`src/rtl/uart_pkg.sv`:
```
// uart_pkg: shared UART receiver/transmitter constants and state encoding.
package uart_pkg;
    localparam int OVERSAMPLE = 16;
    localparam int DATA_BITS  = 8;
    localparam int UBRR_W     = 12;
    typedef enum logic [2:0] {IDLE, START, DATA, STOP, WAIT_HI} state_t;
endpackage

```
`src/rtl/uart_baud_tick.sv`:
```
// uart_baud_tick: oversampling tick prescaler, one tick every ubrr+1 clocks.
module uart_baud_tick #(
    parameter int UBRR_W = uart_pkg::UBRR_W
) (
    input  logic              clk,
    input  logic              rst,
    input  logic              clr,
    input  logic [UBRR_W-1:0] ubrr,
    output logic              tick
);
    logic [UBRR_W-1:0] cnt_q, cnt_d;
    always_comb begin
        tick  = !clr && (cnt_q == ubrr);
        cnt_d = (clr || tick) ? '0 : cnt_q + 1'b1;
    end
    always_ff @(posedge clk) begin
        if (rst) cnt_q <= '0;
        else     cnt_q <= cnt_d;
    end
endmodule

```
`src/rtl/uart_rx_os.sv`:
```
// uart_rx_os: oversampling 8N1 UART receiver with valid/ready output,
// frame-error and overrun pulses.
module uart_rx_os
    import uart_pkg::state_t, uart_pkg::IDLE, uart_pkg::START, uart_pkg::DATA,
           uart_pkg::STOP, uart_pkg::WAIT_HI, uart_pkg::DATA_BITS;
#(
    parameter int OVERSAMPLE = uart_pkg::OVERSAMPLE,
    parameter int UBRR_W     = uart_pkg::UBRR_W
) (
    input  logic              clk,
    input  logic              rst,
    input  logic [UBRR_W-1:0] ubrr,
    input  logic              rxd,
    output logic [7:0]        data_o,
    output logic              valid_o,
    input  logic              ready_i,
    output logic              frame_err_o,
    output logic              overrun_o,
    output logic              busy_o
);
    localparam int TW = $clog2(OVERSAMPLE);
    localparam logic [TW-1:0] HALF = TW'(OVERSAMPLE / 2 - 1);
    localparam logic [TW-1:0] LAST = TW'(OVERSAMPLE - 1);
    localparam logic [2:0]    LAST_BIT = 3'(DATA_BITS - 1);

    state_t        state_q, state_d;
    logic          s1_q, s2_q, rxs;
    logic [TW-1:0] tick_q, tick_d;
    logic [2:0]    bit_q, bit_d;
    logic [7:0]    shift_q, shift_d, data_q, data_d;
    logic          valid_q, valid_d, ferr_q, ferr_d, ovr_q, ovr_d;
    logic          tick, done, ferr;

    assign rxs = s2_q;

    // Holding the prescaler clear throughout IDLE aligns ticks to the start edge.
    uart_baud_tick #(.UBRR_W(UBRR_W)) u_tick (
        .clk (clk),
        .rst (rst),
        .clr (state_q == IDLE),
        .ubrr(ubrr),
        .tick(tick)
    );

    always_comb begin
        state_d = state_q;
        tick_d  = tick_q;
        bit_d   = bit_q;
        shift_d = shift_q;
        done    = 1'b0;
        ferr    = 1'b0;
        case (state_q)
            IDLE: begin
                tick_d = '0;
                if (!rxs) state_d = START;
            end
            START: if (tick) begin
                tick_d = (tick_q == HALF) ? '0 : tick_q + 1'b1;
                if (tick_q == HALF) begin
                    state_d = rxs ? IDLE : DATA;
                    bit_d   = '0;
                end
            end
            DATA: if (tick) begin
                tick_d = (tick_q == LAST) ? '0 : tick_q + 1'b1;
                if (tick_q == LAST) begin
                    shift_d = {rxs, shift_q[7:1]};
                    bit_d   = bit_q + 1'b1;
                    if (bit_q == LAST_BIT) state_d = STOP;
                end
            end
            STOP: if (tick) begin
                tick_d = (tick_q == LAST) ? '0 : tick_q + 1'b1;
                if (tick_q == LAST) begin
                    done    = rxs;
                    ferr    = !rxs;
                    state_d = rxs ? IDLE : WAIT_HI;
                end
            end
            WAIT_HI: if (rxs) state_d = IDLE;
            default: state_d = IDLE;
        endcase
    end

    // A completed byte is dropped only when the held one is not consumed this clock.
    always_comb begin
        valid_d = done ? 1'b1 : (valid_q && !ready_i);
        data_d  = (done && (!valid_q || ready_i)) ? shift_q : data_q;
        ovr_d   = done && valid_q && !ready_i;
        ferr_d  = ferr;
    end

    always_ff @(posedge clk) begin
        if (rst) begin
            state_q <= IDLE;
            s1_q    <= 1'b1;
            s2_q    <= 1'b1;
            tick_q  <= '0;
            bit_q   <= '0;
            shift_q <= '0;
            data_q  <= '0;
            valid_q <= 1'b0;
            ferr_q  <= 1'b0;
            ovr_q   <= 1'b0;
        end else begin
            state_q <= state_d;
            s1_q    <= rxd;
            s2_q    <= s1_q;
            tick_q  <= tick_d;
            bit_q   <= bit_d;
            shift_q <= shift_d;
            data_q  <= data_d;
            valid_q <= valid_d;
            ferr_q  <= ferr_d;
            ovr_q   <= ovr_d;
        end
    end

    assign data_o      = data_q;
    assign valid_o     = valid_q;
    assign frame_err_o = ferr_q;
    assign overrun_o   = ovr_q;
    assign busy_o      = (state_q != IDLE);
endmodule

```
`config.mk`:
```
export PLATFORM = sky130hd
export DESIGN_NAME = uart_rx_os
export DESIGN_NICKNAME = d
export VERILOG_FILES = /design/src/rtl/uart_pkg.sv /design/src/rtl/uart_baud_tick.sv /design/src/rtl/uart_rx_os.sv
export SDC_FILE = /design/constraint.sdc
export NUM_CORES = 1
export LEC_CHECK = 0
export CAP_MARGIN = 20
export CORE_UTILIZATION = 33
export CTS_BUF_LIST = sky130_fd_sc_hd__clkbuf_2
export DETAILED_ROUTE_END_ITERATION = 12
export HOLD_SLACK_MARGIN = 0.08
export SYNTH_ARGS = -nofsm -noshare
export SYNTH_HDL_FRONTEND = slang
export SYNTH_SLANG_ARGS = --single-unit
```
`constraint.sdc`:
```
create_clock -name clk -period 2.75 [get_ports clk]
set_input_delay 0.55 -clock clk [delete_from_list [all_inputs] [get_ports clk]]
set_output_delay 0.55 -clock clk [all_outputs]
set_load 0.1 [all_outputs]
```
== After elaboration in Yosys (flattened, before gate mapping) ==
Cells that the tools add are included.

* Register bits after elaboration: 43
* Logic and storage cells: 83

* Bitwise logic cells: 3
* Equality and inequality tests: 18
* Reduce and logical (&&, ||, !) cells: 22
* Add/sub/neg operators: 3
* Muxes and demuxes: 26

{| class="wikitable"
|+ Operators with widths
! operator !! count
|-
| two-way mux 3 bit || 14
|-
| inequality test 2 bit (second input constant) || 9
|-
| two-way mux 4 bit || 4
|-
| case mux 3 bit (5 select lines) || 1
|-
| adder 12 x 1 -> 12 bit (second input constant) || 1
|-
| == test 12 bit || 1
|-
| case mux 4 bit (3 select lines) || 1
|-
| AND reduction 9 bit || 1
|-
| == test 3 x 2 -> 1 bit (second input constant) || 2
|-
| == test 3 bit (second input constant) || 2
|-
| case mux 3 bit (2 select lines) || 1
|-
| AND reduction 3 bit || 2
|-
| nonzero test 3 bit || 2
|-
| logical AND 1 bit || 5
|-
| AND reduction 5 bit || 1
|-
| adder 4 x 1 -> 4 bit (second input constant) || 1
|-
| == test 4 x 3 -> 1 bit (second input constant) || 1
|-
| == test 4 bit (second input constant) || 1
|-
| logical NOT 1 bit || 4
|-
| two-way mux 1 bit || 4
|-
| OR reduction 2 bit || 2
|-
| OR reduction 4 bit || 1
|-
| adder 3 x 1 -> 3 bit (second input constant) || 1
|-
| == test 3 x 1 -> 1 bit (second input constant) || 1
|-
| 6 further kinds || 9
|}

== Logic depth before layout (Yosys ltp) ==
* Depth in word-level cells: 7
* Gate-level depth with buffers: 6
* Depth with buffers taken out: 6

== By module ==
From an unflattened synthesis, not the netlist that was laid out.

* Cell total of the unflattened synthesis: 219
* Area, all modules: 2093.3 um2

{| class="wikitable"
|+ By module, submodules not included
! module !! seq. area each (um2) !! times used !! cells each !! area an instance (um2)
|-
| uart_rx_os || 620.6 || 1 || 147 || 1452.6
|-
| uart_baud_tick || 240.2 || 1 || 72 || 640.6
|}

== Worst setup path after synthesis ==
No wires, ideal clock.

* Path kind: input port to flip-flop
* Start: input port ubrr[9]
* End: register tick_q[3]
* Setup slack: 638 ps
* Buffers on the path: 0
* Stages: 5
* Data arrival time: 2026 ps
* Path through: xor2_1 > nor4_2 > nand4_2 > or4_4 > a221oi_2

* Word-level cells in the longest chain between the ends: 4

{| class="wikitable"
|+ Ends and longest elaborated chain
! item !! RTL line !! text
|-
| start: declaration || uart_rx_os.sv:12 || <nowiki>input logic [UBRR_W-1:0] ubrr,</nowiki>
|-
| == test 12 bit * || uart_baud_tick.sv:13 || <nowiki>tick = !clr && (cnt_q == ubrr);</nowiki>
|-
| logical AND 1 bit * || uart_baud_tick.sv:13 ||
|-
| inequality test 2 x 1 -> 1 bit (no source line) / inequality test 2 bit (equally long branches) || -- ||
|-
| AND reduction 3 bit (no source line) * || -- ||
|-
| end signal: assignment || uart_rx_os.sv:109 || <nowiki>tick_q <= tick_d;</nowiki>
|-
| end: declaration || uart_rx_os.sv:28 || <nowiki>logic [TW-1:0] tick_q, tick_d;</nowiki>
|}

Every way passes the cells marked *; elsewhere a longest branch is shown, timed or not.
A chain may end at the register's enable or synchronous reset.

== Worst setup path in the final report ==
* Start: register state_q[1]
* End: output port busy_o

* Word-level cells in the longest chain between the ends: 1

{| class="wikitable"
|+ Ends and longest elaborated chain
! item !! RTL line !! text
|-
| start: declaration || uart_rx_os.sv:26 || <nowiki>state_t state_q, state_d;</nowiki>
|-
| start signal: assignment || uart_rx_os.sv:106 || <nowiki>state_q <= state_d;</nowiki>
|-
| nonzero test 3 bit || uart_rx_os.sv:123 || <nowiki>assign busy_o = (state_q != IDLE);</nowiki>
|-
| end: declaration || uart_rx_os.sv:19 || <nowiki>output logic busy_o</nowiki>
|}

No other way between the ends.

==> flow_summary.ini <==
[finish]
n_antenna_cell = 0
layout.nets = 274
final_core_util = 0.408
finalInstanceArea_sq_mm = 0.00243
finalNonFillerCells = 330
drive_above_1_share = 0.145
nFillCells = 622
area_growth_pct = 19.1

[clock_tree]
clk_latency_ns = 0.40
clkSlewWorstSetupHoldPaths_ns = 0.22
numCtsBuffers = 5
post_cts_resized = 0
cts_setup_buffers = 0
cts_sinks = 43
cts_htree_levels = 2
cts_hold_repair.buffers = 0
cts_tree = done
root_buffer = clkbuf_2
ctsLongestPathBuffers = 2

[floorplan]
chipWidth_um = 80.6
rows = 28
die-area_sq_mm = 0.00650
ios = 28
core-area_sq_mm = 0.00596
initial_core_util = 0.342
dieHeight_um = 80.6

[power]
p_per_area_mw_per_mm2 = 413
p_int_uw = 738
p_seq_frac = 0.637
pwr-share-comb = 0.093
power.leakage_uw = 0.00106
pwr-share-clk = 0.269
irDropWorstVdd_v = 0.000288
power_switching_uw = 264
switching_share = 0.264

[detailed_routing]
drt-initial-drc-count = 132
postRouteAntennaNets = 0
drt-total-wl_mm = 4.12
drc = 0
vias = 1657
dr.pass1.iters = 4
viasPerCell = 5.02
routedWlPerCell_um = 12.5

[synth]
synthTopCellsByArea = dfxtp_1 42%, mux2i_1 7.9%, xor2_1 7.3%
synth_area_sq_mm = 0.00204
ys_seq_elements = 43
syn_area_per_cell_sq_um = 9.23
yosysTopAreaCell = dfxtp_1
synth_edf_count = 0
yosysSeqAreaShare = 0.422
yosysWarnings = 0
synth.top_cell.area_share = 0.422
async_reset_ff_frac = 0
synthFlopType = dfxtp_1
ys_types = 43
synth_cells = 221
syn_nets = 241

[flow_run]
maxCapViolCount = 0

[grt]
antenna_found_initial = 0
grt_max_degree = 16
grt_pass1_vias = 1568
grt_overflow = 0
grt_pass1_wl_mm = 7.25
grt_usage = 0.144

[place]
io_buffers = 27
dp_hpwl_mm = 3.00
place_area_sq_mm = 0.00239
dp.cells = 322
gp_congestion = 0.757

[hold_path]
hold_class = reg -> reg

[sta]
skew_ns = 0.0193
max-slew-margin-rel = 0.644
rsz0062_at_grt = no
finalSetupViolCount = 0
fin_crit_ns = 2.34
worst_slew_pin_slew_ns = 0.532
fmax_mhz = 427
slew_viol_final = 0
hold_viol_final = 0
period_share = 0.852

[setup_path]
arrival_ns = 1.79
cp-startpoint = state_q[1]
worstSetupStartpointType = flop
r2r-end = data_o[5]
path_max_fanout = 15
crit_type = reg -> out
reg2reg_slack_ns = 0.57
r2r_start = u_tick.cnt_q[0]
crit_path_end_kind = output port
reg2reg_depth = 5
cp-endpoint = busy_o
cp.required_ns = 2.20

[status]
status = complete, no violations
[worst min path at each step]
stage               from  endpoint  slack (ns)  depth (start not counted)
CTS                 s1_q       rxs        0.47                          1
global placement    s1_q       rxs        0.39                          1
finish              s1_q       rxs        0.46                          1
global route        s1_q       rxs        0.49                          1
detailed placement  s1_q       rxs        0.40                          1
floorplan           s1_q       rxs        0.39                          1
[metal layers]
metal	global-route usage	part of all wire	vias up	routed length (um)
met5	0	0	-	0
met1	0.188	0.49	777	2040
li1	-	-	846	-
met4	0.0500	0.015	0	63
met3	0.0386	0.035	8	144
met2	0.226	0.46	26	1880
[synthesized netlist by cell type, types with 3 or more instances]
cell type  number
mux2i_1        16
nor2b_1         3
o21ai_0         5
or3_1           3
xor2_1         17
ha_1            4
nor4_2          3
dfxtp_1        43
xnor2_1         6
a21oi_1         6
nor2_1         19
buf_4           3
nand3_1         8
nor3_1          3
nand2_1        33
o311ai_0        3
or2_2           3
inv_1           3
and3_1          8
clkbuf_1        4
[layout by cell type (no fill, tap or decap), types with 8 or more instances in the layout]
| cell type | instances |
|---|---|
| dfxtp_1 | 43 |
| nand2_1 | 33 |
| nor2_1 | 19 |
| buf_4 | 19 |
| xor2_1 | 17 |
| mux2i_1 | 16 |
| clkdlybuf4s50_1 | 15 |
| nand3_1 | 8 |
| and3_1 | 8 |
[metrics by stage]
stage          worst slack [ns]  hold WS, ns  total power [uW]  TNS, ns
2_1_floorplan             0.638        0.389               702        0
3_5_place_dp           -0.00812        0.401               745  -0.0101
6_report                  0.406        0.465              1000        0
4_1_cts                   0.374        0.472              1020        0
5_1_grt                   0.235        0.493              1060        0
3_3_place_gp             0.0525        0.393               745        0
[cells by family (layout without fill, tap and decap cells)]
kind of cell,after synthesis,after routing,synth area share
flops,43,43,0.422
buf+inv,12,46,0.0350
compound gates,28,28,0.0982
mux,16,16,0.0785
simple gates,95,95,0.243
xor+xnor,23,23,0.0988
fa+ha+maj,4,4,0.0245
[area by class of cell]
type / instances / area [sq um] / area share
Sequential cell: 43 / 861 / 0.354
Multi-Input combinational cell: 166 / 1110 / 0.456
Timing Repair Buffer: 35 / 313 / 0.129
Inverter: 3 / 11.3 / 0.00464
Clock buffer: 6 / 30.0 / 0.0124
Tap cell: 75 / 93.8 / 0.0386
Clock inverter: 2 / 12.5 / 0.00515
[power by group through the flow]
stage	Clock, uW	Sequential [uW]	Combinational, uW
floorplan	0	646	56.1
global placement	0	651	94.0
detailed placement	0	651	94.2
CTS	287	639	94.6
global route	313	641	102
finish	270	639	93.6
[sequential cells by signal, summed over array words and instances, names as in the netlist]
| signal | count |
|---|---|
| u_tick.cnt_q | 12 |
| data_o | 8 |
| shift_q | 8 |
| tick_q | 4 |
| bit_q | 3 |
| state_q | 3 |
| frame_err_o | 1 |
| overrun_o | 1 |
| rxs | 1 |
| s1_q | 1 |
| valid_o | 1 |
[critical path, stage by stage, from the launching register on]
cell and delay (ns):
dfxtp_1 0.51, nor2_1 0.50, nand2_1 0.14, buf_4 0.26
No activity file was read; power rests on OpenSTA's default activity.
==> variant 1: new RTL, same flow settings <==
Take the reset off `shift_q` and load it in a clocked block of its own.
--- a/src/rtl/uart_rx_os.sv
+++ b/src/rtl/uart_rx_os.sv
@@ -97,7 +97,6 @@
             s2_q    <= 1'b1;
             tick_q  <= '0;
             bit_q   <= '0;
-            shift_q <= '0;
             data_q  <= '0;
             valid_q <= 1'b0;
             ferr_q  <= 1'b0;
@@ -108,12 +107,15 @@
             s2_q    <= s1_q;
             tick_q  <= tick_d;
             bit_q   <= bit_d;
-            shift_q <= shift_d;
             data_q  <= data_d;
             valid_q <= valid_d;
             ferr_q  <= ferr_d;
             ovr_q   <= ovr_d;
         end
+    end
+
+    always_ff @(posedge clk) begin
+        shift_q <= shift_d;
     end
 
     assign data_o      = data_q;
Function: no difference found for any inputs over 10 cycles, from zero or initial values and one cycle with rst high; that may be too few to reach the edited logic, so the function may still have changed.
==> variant 1 against the original RTL <==
  * Combinational power up 28%
  * Area after synthesis down 2.5%
  * Setup slack better by 0.068 ns
  * Die area down 2.5%
  * Utilization up 2.0 points
  * Sequential cell count unchanged
  * Routed wire length down 3.5%
  * Total power up 14%
  * Cell area down 0.62%
  * Global-route usage down 0.74 points
  * Critical path type unchanged
  * Largest cell class unchanged
==> variant 1: results (changes against the original RTL) <==
global_route:
  antenna_found_initial: 0  # unchanged
  grt_use_total: 0.137  # -0.00736
  grt_pass1_wl_microns: 6670  # -8.1%
  grt_max_degree: 15  # -1
cts:
  ctsResizeCount: 0  # unchanged
  cts_inserted_buffers: 5  # unchanged
  post_cts_buffers: 0  # unchanged
  clk_latency_ns: 0.40  # about the same
  htree_levels: 2  # unchanged
  root_buffer: "clkbuf_2"
  clk_pin_slew_worst_paths_ns: 0.22  # about the same
  clk_path_buf_depth: 2  # unchanged
pwr:
  ir_worst_vdd_v: 0.000187  # -35%
  leakage_nw: 1.00  # -5.6%
  powerSeq_mw: 0.660  # +3.3%
  pwr-share-comb: 0.105  # +0.012
  p_int_mw: 0.851  # +15%
  pwr-share-clk: 0.319  # +0.050
synth:
  yosys.cell_types.count: 47  # +9.3%
  synth_area_leaders: "dfxtp_1 (35%), edfxtp_1 (12%), xor2_1 (7.5%)"
  synth_warnings: 0  # unchanged
  synthArstFlopShare: 0  # unchanged
  synth_enable_flop_cells: 8  # +8
  avgSynthCellArea_sq_um: 9.94  # +7.7%
  ys_seq_area_frac: 0.473  # +0.0512
  ys_top_cells_by_count: "dfxtp_1 (35), nor2_1 (31), xor2_1 (17)"
  ys.flop_type: "dfxtp_1"
  syn_nets: 220  # -8.7%
drt:
  drt_iter0_markers: 46  # -65%
  via_count: 1542  # -6.9%
  drt_pass1_iterations: 4  # unchanged
  routedWlPerCell_microns: 12.9  # +3.7%
timing:
  worst_pin_slew_ns: 0.641  # +0.109 ns
  finClkSkew_ns: 0.00991  # -0.00935 ns
  finalSetupViolations: 0  # unchanged
  drv_slew: 0  # unchanged
run_status:
  status: "complete, no violations"
placement:
  dpl_cell_area_sq_um: 2340  # -1.7%
  hpwl_microns: 2890  # -3.6%
  place_ws_ns: 0.204  # +0.212 ns
  dp.cells: 299  # -7.1%
  io_buffers: 27  # unchanged
  place_congestion: 0.773  # +2.1%
worst_hold_path:
  worst_hold_path_type: "flip-flop to flip-flop"
  min_path_cells: 1  # unchanged
worst_setup_path:
  r2r_cells: 6  # +1
  crit_fanout: 13  # -2
  cp.arrival_ns: 1.73  # -0.06 ns
cells_and_area:
  largest_reg_flops: 12  # unchanged
  fin_cells: 307  # -7.0%
  layout.nets: 254  # -7.3%
  largest_register: "u_tick.cnt_q"
  drive_above_1_share: 0.174  # +0.0294
[variant 1: cell count changes in the layout (fill, tap and decap cells not counted), moves of 4 or more]
cell | unedited run | this run
nand2_1 | 33 | 12
nand3_1 | 8 | 4
nor4_1 | 2 | 6
nor2_1 | 19 | 31
dfxtp_1 | 43 | 35
edfxtp_1 | 0 | 8
mux2i_1 | 16 | 8
[variant 1: final timing paths]
kind | start | end | slack [ns]
min | s1_q | rxs | 0.44
min reg2reg | s1_q | rxs | 0.44
max reg2reg | tick_q[0] | data_o[7] | 0.60
max | state_q[0] | busy_o | 0.47
[variant 1: through the flow]
step,utilization,hold slack (ns)
after detailed placement,0.416,0.393
after floorplan,-,0.389
after global routing,0.428,0.476
after global placement,0.416,0.391
after CTS,0.428,0.442
final,0.428,0.438
[variant 1: cell type report]
cell class / count / area [sq um]
Clock buffer: 5 / 25.0
Clock inverter: 3 / 43.8
Fill cell: 569 / 3230
Inverter: 2 / 7.51
Multi-Input combinational cell: 148 / 1010
Sequential cell: 43 / 941
Tap cell: 72 / 90.1
Timing Repair Buffer: 34 / 293
[variant 1: cells by family (layout without fill, tap and decap cells)]
group / count (synthesis) / count (layout) / share of synthesized area
simple gates: 87 / 87 / 0.245
flops: 43 / 43 / 0.473
xor+xnor: 25 / 25 / 0.110
compound gates: 23 / 23 / 0.0837
mux: 9 / 9 / 0.0459
buf+inv: 9 / 44 / 0.0170
fa+ha+maj: 4 / 4 / 0.0252
[variant 1: per-layer routing]
layer	share of wire	global-route usage
met5	0	0
met4	0.0096	0.0436
met3	0.045	0.0331
met2	0.47	0.228
met1	0.48	0.172
[variant 1: worst max-delay path: stages (launching register included)]
cell     delay (ns)
dfxtp_1        0.68
nor2_1         0.21
nand2_1        0.15
buf_4          0.30
==> variant 2: new RTL, config.mk and constraints unchanged <==
Without the edit above. The package constant `UBRR_W` goes from 12 to 24.
--- a/src/rtl/uart_pkg.sv
+++ b/src/rtl/uart_pkg.sv
@@ -2,7 +2,7 @@
 package uart_pkg;
     localparam int OVERSAMPLE = 16;
     localparam int DATA_BITS  = 8;
-    localparam int UBRR_W     = 12;
+    localparam int UBRR_W     = 24;
     typedef enum logic [2:0] {IDLE, START, DATA, STOP, WAIT_HI} state_t;
 endpackage
 
Interface: changed (resized ubrr); port bits go from 28 to 40. The function was not compared with the original's and may differ.
==> variant 2 against the original RTL <==
  * Final cell count up 40%
  * Die area grew 35%
  * Highest routed layer unchanged
  * Area after synthesis rose by 36%
  * Cell area is 38% higher
  * Register-to-register slack better by 0.12 ns
  * Routed wire length is 44% higher
  * Sequential cell count is 12 higher
  * Critical endpoint unchanged
  * Utilization is 0.086 points higher
  * Critical path depth unchanged
  * Total power increased by 55%
  * Largest cell class unchanged
  * Setup slack better by 0.075 ns
  * Clock skew is 0.012 ns lower
  * Synthesized cell count up 43%
  * Fmax is 3.3% higher
==> variant 2: results (changes against the original RTL) <==
worst_setup_path:
  reg2reg_to: "shift_q[4]"
  slowest_delay_ns: 0.73  # +0.22 ns
  r2r-start: "u_tick.cnt_q[15]"
  critPathSlowestCell: "dfxtp_1"
  r2r_cells: 5  # unchanged
  crit_path_start: "state_q[0]"
  r2r_slack_ns: 0.69  # +0.12 ns
  cp.arrival_ns: 1.72  # -0.07 ns
  crit_fanout: 18  # +3
synth:
  syn_nets: 348  # +44%
  ys.flop_type: "dfxtp_1"
  ys_top_cells_by_count: "dfxtp_1 (55), nand2_1 (39), nor2_1 (34), xor2_1 (34), mux2i_1 (19)"
  synth_warnings: 0  # unchanged
  ys_seq_area_frac: 0.396  # -0.0264
  synthArstFlopShare: 0  # unchanged
  yosys.cell_types.count: 48  # +12%
  synth_area_leaders: "dfxtp_1 (40%), xor2_1 (11%), mux2i_1 (6.8%)"
placement:
  place_ws_ns: 0.107  # +0.115 ns
  hpwl_microns: 4410  # +47%
  io_buffers: 39  # +44%
  place_congestion: 0.773  # +2.0%
drt:
  routed_via_density: 4.89  # -2.6%
  drc: 0  # unchanged
  drt_iter0_markers: 74  # -44%
  routedWlPerCell_microns: 12.8  # +2.8%
  drt_pass1_iterations: 4  # unchanged
global_route:
  grt_max_degree: 24  # +8
  antenna_found_initial: 0  # unchanged
  grt_pass1_vias: 2234  # +42%
  grt_use_total: 0.146  # +0.00202
  grt_pass1_wl_microns: 10200  # +41%
cts:
  clk_pin_slew_worst_paths_ns: 0.29  # +0.07 ns
  cts_inserted_buffers: 5  # unchanged
  clk_path_buf_depth: 2  # unchanged
  clk_latency_ns: 0.45  # +0.05 ns
  post_cts_buffers: 0  # unchanged
  root_buffer: "clkbuf_2"
  ctsResizeCount: 0  # unchanged
  htree_levels: 2  # unchanged
cells_and_area:
  drive_above_1_share: 0.109  # -0.0359
  layout.nets: 388  # +42%
  antenna_cells: 0  # unchanged
  largest_reg_flops: 24  # +12
  largest_register: "u_tick.cnt_q"
  fillers: 850  # +37%
run_status:
  status: "complete, no violations"
timing:
  finClkSkew_ns: 0.00746  # -0.0118 ns
  hold_slack_ns: 0.451  # -0.0140 ns
  max_slew_margin: 0.641  # -0.00297
pwr:
  ir_worst_vdd_v: 0.000198  # -31%
  leakage_nw: 1.35  # +27%
worst_hold_path:
  worst_hold_path_type: "flip-flop to flip-flop"
  min_path_cells: 1  # unchanged
  min_from: "s1_q"
  holdPathEnd: "rxs"
## variant 2: layer usage
layer / up-vias / track usage / wire length [microns]
met5: - / 0 / 0
li1: 1180 / - / -
met1: 1056 / 0.186 / 2880
met3: 5 / 0.0227 / 109
met2: 19 / 0.255 / 2870
met4: 0 / 0.0385 / 72
## variant 2: where the power goes
group          switching, mW  total (mW)  internal [mW]
Sequential            0.0564       0.876          0.820
Combinational          0.196       0.336          0.140
Clock                  0.274       0.339         0.0653
## variant 2: cell families (layout without fill, tap and decap cells)
logic type	count (synthesis)	count (layout)	synth area share
buf+inv	20	61	0.0324
xor+xnor	47	47	0.148
flops	55	55	0.396
fa+ha+maj	4	4	0.0180
simple gates	144	144	0.268
compound gates	27	27	0.0692
mux	19	19	0.0683
## variant 2: worst max-delay path by stage
stage          cells after the start  slack (ns)         end
2_1_floorplan                      4        0.67      busy_o
3_3_place_gp                       6        0.16  shift_q[5]
3_5_place_dp                       6        0.11  shift_q[4]
4_1_cts                            3        0.49      busy_o
5_1_grt                            3        0.32      busy_o
6_report                           3        0.48      busy_o
## variant 2: critical path, delay by kind of cell (launching register included)
family | cells | cell delay, ns
AND/OR/NAND/NOR | 2 | 0.25
flip-flops | 1 | 0.73
buffers and inverters | 1 | 0.29
## variant 2: metrics by stage
stage                     instances  instance area, sq um
final                           462                  3340
after global routing            462                  3340
after CTS                       462                  3340
after detailed placement        454                  3290
after global placement          454                  3290
after floorplan                 316                  2780
## variant 2: area by class of cell
type	instances	area share
Inverter	6	0.00674
Tap cell	105	0.0393
Sequential cell	55	0.330
Clock inverter	3	0.00712
Clock buffer	5	0.00749
Timing Repair Buffer	47	0.133
Multi-Input combinational cell	241	0.476
